**config.mk**
```make
export PLATFORM = sky130hd
export DESIGN_NAME = program_loader
export DESIGN_NICKNAME = d
export VERILOG_FILES = /design/src/rtl/program_loader.sv
export SDC_FILE = /design/constraint.sdc
export NUM_CORES = 1
export LEC_CHECK = 0
export ABC_CLOCK_PERIOD_IN_PS = 1700
export BUFFER_PORTS_ARGS = -buffer_cell sky130_fd_sc_hd__buf_4
export CAP_MARGIN = 20
export CELL_PAD_IN_SITES_DETAIL_PLACEMENT = 1
export CELL_PAD_IN_SITES_GLOBAL_PLACEMENT = 2
export CORE_MARGIN = 2
export CORE_UTILIZATION = 30
export CTS_CLUSTER_DIAMETER = 60
export DETAILED_ROUTE_END_ITERATION = 8
export GPL_TIMING_DRIVEN = 0
export PLACE_DENSITY = 0.76
export SETUP_SLACK_MARGIN = 0.4
export SYNTH_ARGS = -nofsm -noshare
export SYNTH_HDL_FRONTEND = slang
export SYNTH_SLANG_ARGS = --single-unit
```
**constraint.sdc**
```tcl
create_clock -name CLK -period 1.7 [get_ports CLK]
set_input_delay 0.17 -clock CLK [delete_from_list [all_inputs] [get_ports CLK]]
set_output_delay 0.17 -clock CLK [all_outputs]
set_load 0.02 [all_outputs]
```
**src/rtl/program_loader.sv**
```systemverilog
// program_loader: fills instruction memory from a byte stream, verifies it by checksum, then releases the CPU
module program_loader #(
  parameter int LOAD_LEN = 16,
  parameter int ADDR_W   = 4,
  parameter int DATA_W   = 8
) (
  input  logic              CLK,
  input  logic              RST,
  input  logic              start,
  input  logic              in_valid,
  input  logic [DATA_W-1:0] in_data,
  output logic              in_ready,
  output logic [ADDR_W-1:0] mem_addr,
  output logic [DATA_W-1:0] mem_wdata,
  output logic              mem_write,
  input  logic [DATA_W-1:0] mem_rdata,
  output logic              cpu_hold,
  output logic              done,
  output logic              error
);
  typedef enum logic [2:0] {IDLE, LOAD, VERIFY, CHECK, DONE} state_t;
  state_t state, state_n;
  logic [ADDR_W-1:0] wr_cnt;
  logic [ADDR_W:0]   rd_cnt;
  logic [DATA_W-1:0] ld_sum, rb_sum;
  logic accept, go, last_wr, last_rd, bad;
  // verify runs one cycle past the last address to collect the registered read data
  always_comb begin
    go        = start && (state == IDLE || state == DONE);
    in_ready  = state == LOAD;
    accept    = in_ready && in_valid;
    last_wr   = wr_cnt == ADDR_W'(LOAD_LEN - 1);
    last_rd   = rd_cnt == (ADDR_W + 1)'(LOAD_LEN);
    bad       = rb_sum != ld_sum;
    mem_write = accept;
    mem_wdata = in_ready ? in_data : '0;
    mem_addr  = in_ready ? wr_cnt :
                state == VERIFY ? (last_rd ? ADDR_W'(LOAD_LEN - 1) : rd_cnt[ADDR_W-1:0]) : '0;
    state_n   = go ? LOAD :
                (accept && last_wr) ? VERIFY :
                (state == VERIFY && last_rd) ? CHECK :
                state == CHECK ? DONE : state;
  end
  always_ff @(posedge CLK) begin
    if (RST) begin
      state    <= IDLE;
      wr_cnt   <= '0;
      rd_cnt   <= '0;
      ld_sum   <= '0;
      rb_sum   <= '0;
      cpu_hold <= 1'b1;
      done     <= 1'b0;
      error    <= 1'b0;
    end else begin
      state <= state_n;
      if (go) begin
        wr_cnt   <= '0;
        ld_sum   <= '0;
        done     <= 1'b0;
        error    <= 1'b0;
        cpu_hold <= 1'b1;
      end
      if (accept) begin
        wr_cnt <= last_wr ? wr_cnt : wr_cnt + 1'b1;
        ld_sum <= ld_sum + in_data;
        if (last_wr) begin
          rd_cnt <= '0;
          rb_sum <= '0;
        end
      end
      if (state == VERIFY) begin
        rd_cnt <= rd_cnt + 1'b1;
        if (rd_cnt != '0) rb_sum <= rb_sum + mem_rdata;
      end
      if (state == CHECK) begin
        error    <= bad;
        done     <= 1'b1;
        cpu_hold <= bad;
      end
    end
  end
endmodule

```
# --- After elaboration in Yosys (flattened, before gate mapping) ---
# Cells that the tools add are included.
totals:
  word_cells: 64
  register_bits: 31
op_classes:
  n_eq_ne: 8
  muxes: 25
  n_reduce_logical: 17
  n_addsub: 4
ops:
  columns: ["op", "count"]
  rows:
  - ["$mux W8", 7]
  - ["$mux W4", 6]
  - ["$add A8 B8 Y8", 2]
  - ["$mux W5", 3]
  - ["$ne A8 B8 Y1", 1]
  - ["$reduce_bool A2 Y1", 4]
  - ["$eq A3 B2 Y1 const B", 2]
  - ["$mux W1", 6]
  - ["$mux W2", 3]
  - ["$add A5 B1 Y5 const B", 1]
  - ["$eq A5 B5 Y1 const B", 1]
  - ["$reduce_bool A5 Y1", 1]
  - ["$add A4 B1 Y4 const B", 1]
  - ["$eq A4 B4 Y1 const B", 1]
  - ["$logic_and A1 B1 Y1", 4]
  - ["$reduce_and A2 Y1", 2]
  - ["$reduce_bool A4 Y1", 1]
  - ["$reduce_or A4 Y1", 1]
  - ["$eq A3 B1 Y1 const B", 1]
  - ["$eq A3 B3 Y1 const B", 1]
  - ["$logic_not A3 Y1", 1]
  - ["$reduce_bool A3 Y1", 1]
  - ["$ne A2 B2 Y1 const B", 1]
  - ["$reduce_or A2 Y1", 1]
  - ["$logic_or A1 B1 Y1", 1]

# --- Depth between registers and ports, before layout ---
depth:
  word_depth: 5
  ltp_mapped: 8
  ltp_nobuf: 8

# --- Worst setup path before layout ---
# Ideal clock, no wire load.
synth_timing:
  path_type: "reg-to-reg"
  start: "register ld_sum[1]"
  end: "register ld_sum[7]"
  t_required_ps: 1579
  t_arrival_ps: 1682
  path_slack_ps: -103
  synth_period_minus_slack_ps: 1803
  setup_ps: 121
  path_stages_with_launch: 7
  cell_sequence: "dfxtp_1 > ha_1 > a211oi_1 > nor3_1 > mux2i_1 > a31oi_1 > mux2_2"
synth_between:
  elab_chain_len: 2
synth_lines:
  columns: ["element", "line", "rtl"]
  rows:
  - ["start: declaration", "25", "logic [DATA_W-1:0] ld_sum, rb_sum;"]
  - ["start signal: assignment", "65", "ld_sum <= ld_sum + in_data;"]
  - ["$add A8 B8 Y8", "65", null]
  - ["$mux W8", "63", "if (accept) begin"]
# No other way between the ends.
# A chain may end at the register's enable or synchronous reset.

# --- Worst setup path after layout ---
layout_timing:
  start: "register state[1]"
  end: "register rb_sum[4]"
layout_between:
  elab_chain_len: 5
  word_cells_on_any_way: 6
  classes_between: "2 x eq/ne; 3 x mux; 1 x reduce/logical"
layout_lines:
  columns: ["element", "line", "rtl"]
  rows:
  - ["start: declaration", "22", "state_t state, state_n;"]
  - ["start signal: assignment", "55", "state <= state_n;"]
  - ["$eq A3 B1 Y1", "30", "in_ready = state == LOAD;"]
  - ["$logic_and A1 B1 Y1", "31", "accept = in_ready && in_valid;"]
  - ["$mux W8", "63", null]
  - ["$mux W8", "73", "if (rd_cnt != '0) rb_sum <= rb_sum + mem_rdata;"]
  - ["$mux W8 *", "71", "if (state == VERIFY) begin"]
  - ["end signal: assignment", "73", null]
  - ["end: declaration", "25", null]
# Mark *: on every way between the ends. The rest lies on a longest branch, timed or not.

==> impl_metrics.csv <==
group,metric,value,unit
critical_path,cp_common_cell,"buf_6",
synthesis,yosysSeqAreaShare,29.13,%
synthesis,yosysUniqueCellTypes,53,
clock_tree,cts.path.max_buffers,2,
drt,wl_per_cell,18.49,um
clock_tree,cts_num_sinks,31,
sta,layout_min_cycle_time,1806,ps
drt,wirelength,8245,um
grt,grt_pass1_wl,11060,um
clock_tree,cts.clk_slew.worst_paths,70,ps
floorplanning,dieWidth,88.28,um
synthesis,ys.flop_type,"dfxtp_1",
finish,fin_area,3809,um2
sta,finalHoldViolCount,0,
finish,areaGrowthSynthToFinish,78.74,%
clock_tree,cts_max_level,2,
floorplanning,io_pins,37,
critical_path,path_cells,"buf_6, or3b_4, buf_6, a21o_4, buf_4, buf_8, a31oi_2, nor2_1",
clock_tree,cts_tree,"done",
critical_path,critPathBufInv,4,
sta,setup_slack,-105.8,ps
critical_path,path_delay_family,"buffers and inverters",
finish,final_common_cell,"buf_4",
critical_path,start_kind,"register",
drt,dr.pass1.iters,4,
power_and_ir_drop,leakage,1.470,nW
floorplanning,rows,30,
power_and_ir_drop,p_seq_share,37.6,%
finish,most-common-layout-cells,"62 x buf_4, 21 x buf_6, 20 x nor2_1",
finish,antenna_cells,0,
sta,timing.slew.headroom,55.77,%
grt,track_usage,18.46,%
power_and_ir_drop,p_sw,531.7,uW
critical_path,cp_slowest_stage_delay,370,ps
synthesis,yosysWarnings,0,
grt,grt_max_degree,11,
synthesis,synth_top_area_share,29.13,%
placed_design,port_buffers,36,
critical_path,r2r_slack,-110,ps
flow_run,max-cap-violations,0,
grt,grt.overflow.total,0,
critical_path,crit_arrival,1960,ps
floorplanning,core_area,6832,um2
sta,worst_pin_slew,663.5,ps
sta,setup-tns-final,-1018,ps
sta,holdWs,185.6,ps
placed_design,post-dp-hpwl,4675,um
sta,rsz0062_at_grt,"true",
critical_path,cpMaxStageDelayCell,"or3b_4",
power_and_ir_drop,pwr-share-clk,39.0,%
placed_design,placed_cell_area,2670,um2
drt,ant_nets,0,
drt,drc,0,
clock_tree,worstSkewPairLatency,300,ps
worst_hold_path,min_path_type,"primary input to register",
synthesis,ys_async_sr_fraction,0,%
critical_path,crit_path_end_kind,"register",
critical_path,critical_path_class,"register to register",
clock_tree,numCtsBuffers,5,
synthesis,synth_edf_count,0,
drt,drtIter0Drc,100,
synthesis,syn_nets,296,
run_status,violations,"setup timing",
power_and_ir_drop,p_per_area,517.9,nW/um2
synthesis,synth.avg_cell_area,8.291,um2
sta,fin_worst_skew,10.23,ps
power_and_ir_drop,p_sw_share,26.96,%
sta,setup_violations,16,
critical_path,r2r-end,"rb_sum[4]",
sta,finalCritPeriodShare,106.2,%
floorplanning,start_util,31.19,%
critical_path,crit_path_max_fanout,6,
critical_path,r2r_cells,8,
grt,grt_pass1_vias,2241,
drt,viasPerCell,5.191,
critical_path,crit_end,"rb_sum[4]",
sta,drv_slew,0,
critical_path,cp-startpoint,"state[1]",
critical_path,timing.rr.start,"state[1]",
synthesis,synth.area.top_cells,"dfxtp_1 29%, ha_1 10%, nor2_1 5.3%",
drt,dr_total_vias,2315,
critical_path,path_depth,8,
finish,fill_cells,780,
synthesis,yosysTopAreaCell,"dfxtp_1",
power_and_ir_drop,intPower,1.441,mW
finish,final_core_util,55.75,%
synthesis,netlist_instances,257,
floorplanning,dieArea,7792,um2
floorplanning,die_h,88.28,um
run_status,status,"complete, but fails checks",
placed_design,globalplace.congestion,0.7160,
power_and_ir_drop,combPwrFrac,23.4,%
synthesis,synth_area,2131,um2
clock_tree,cts_root_buf,"clkbuf_8",
power_and_ir_drop,ir_drop,0.0003726,V
critical_path,worst_ep_required_time,1860,ps
finish,drive_gt1_share,59.14,%
sta,fmax,553.8,MHz
finish,finalNetCount,388,
power_and_ir_drop,p_total,1.972,mW
synthesis,ys_ff_latch,31,
grt,antenna_found_initial,0,
==> registers in the layout, indices dropped and copies added, names as in the netlist <==
| name | flops |
|---|---|
| error | 1 |
| wr_cnt | 4 |
| rd_cnt | 5 |
| done | 1 |
| state | 3 |
| ld_sum | 8 |
| cpu_hold | 1 |
| rb_sum | 8 |
==> tightest hold or removal path, stage by stage <==
cell     delay, ps
buf_4          100
or4_1          100
nand3_1         60
==> per-layer routing <==
metal  GRT usage, %  vias up  share of wire [%]
li1               -     1122                  -
met1          23.92     1151                 42
met2          30.76       33                 54
met3          3.172        9                2.6
met4          7.025        0                1.4
met5              0        -                  0
==> worst min path at each step <==
stage	cells past startpoint	from	slack (ps)	end
floorplan	2	start	350	state[0]
CTS	3	RST	170	ld_sum[5]
global placement	2	done	450	done
detailed placement	2	done	450	done
finish	3	RST	190	ld_sum[5]
global route	3	RST	190	ld_sum[5]
==> power groups by stage <==
stage	Sequential [mW]	Combinational, mW	Clock, mW
4_1_cts	0.742	0.358	0.787
5_1_grt	0.742	0.497	0.815
6_report	0.741	0.461	0.770
3_3_place_gp	0.767	0.290	0
3_5_place_dp	0.767	0.295	0
2_1_floorplan	0.764	0.184	0
==> synthesized netlist by cell type, types with 5 or more instances <==
| library cell | n |
|---|---|
| a211oi_1 | 5 |
| a21oi_1 | 19 |
| a31oi_1 | 6 |
| and2_1 | 8 |
| clkbuf_1 | 8 |
| dfxtp_1 | 31 |
| ha_1 | 17 |
| inv_1 | 9 |
| nand2_1 | 14 |
| nand3_1 | 11 |
| nor2_1 | 30 |
| nor2b_1 | 5 |
| nor3_1 | 8 |
| o21ai_0 | 12 |
| xnor2_1 | 5 |
| xor2_1 | 7 |
==> logic make-up after synthesis <==
logic type,count (synthesis),synth area share (%)
AND/OR/NAND/NOR,101,25.90
flip-flops,31,29.13
AO/OA/AOI/OAI,72,23.08
XOR/XNOR,12,4.932
adder cells (fa/ha/maj),19,11.86
buffers and inverters,20,4.110
multiplexers,2,0.9982
==> stage by stage <==
stage | setup WS, ps | std cells
finish | -105.8 | 446
global route | -195.0 | 446
CTS | -120.4 | 419
detailed placement | -338.3 | 389
global placement | -287.8 | 389
floorplan | -49.81 | 257
==> cell type report <==
type	count	area, um2	area share (%)
clock inverters	2	35.03	0.9198
well taps	96	120.1	3.154
multi-input cells	206	2016	52.92
clock buffers	6	82.58	2.168
flip-flops and latches	31	665.6	17.48
plain buffers	11	117.6	3.088
inverters	9	38.79	1.018
repair buffers	85	733.2	19.25
==> repair_timing <==
action,in CTS,in global routing
gates resized for setup,80,72
pin swaps,29,31
buffers inserted,20,26
hold buffers,0,0
gates cloned,2,1
endpoints found under the setup margin,43,43
No activity file was read; power rests on OpenSTA's default activity.
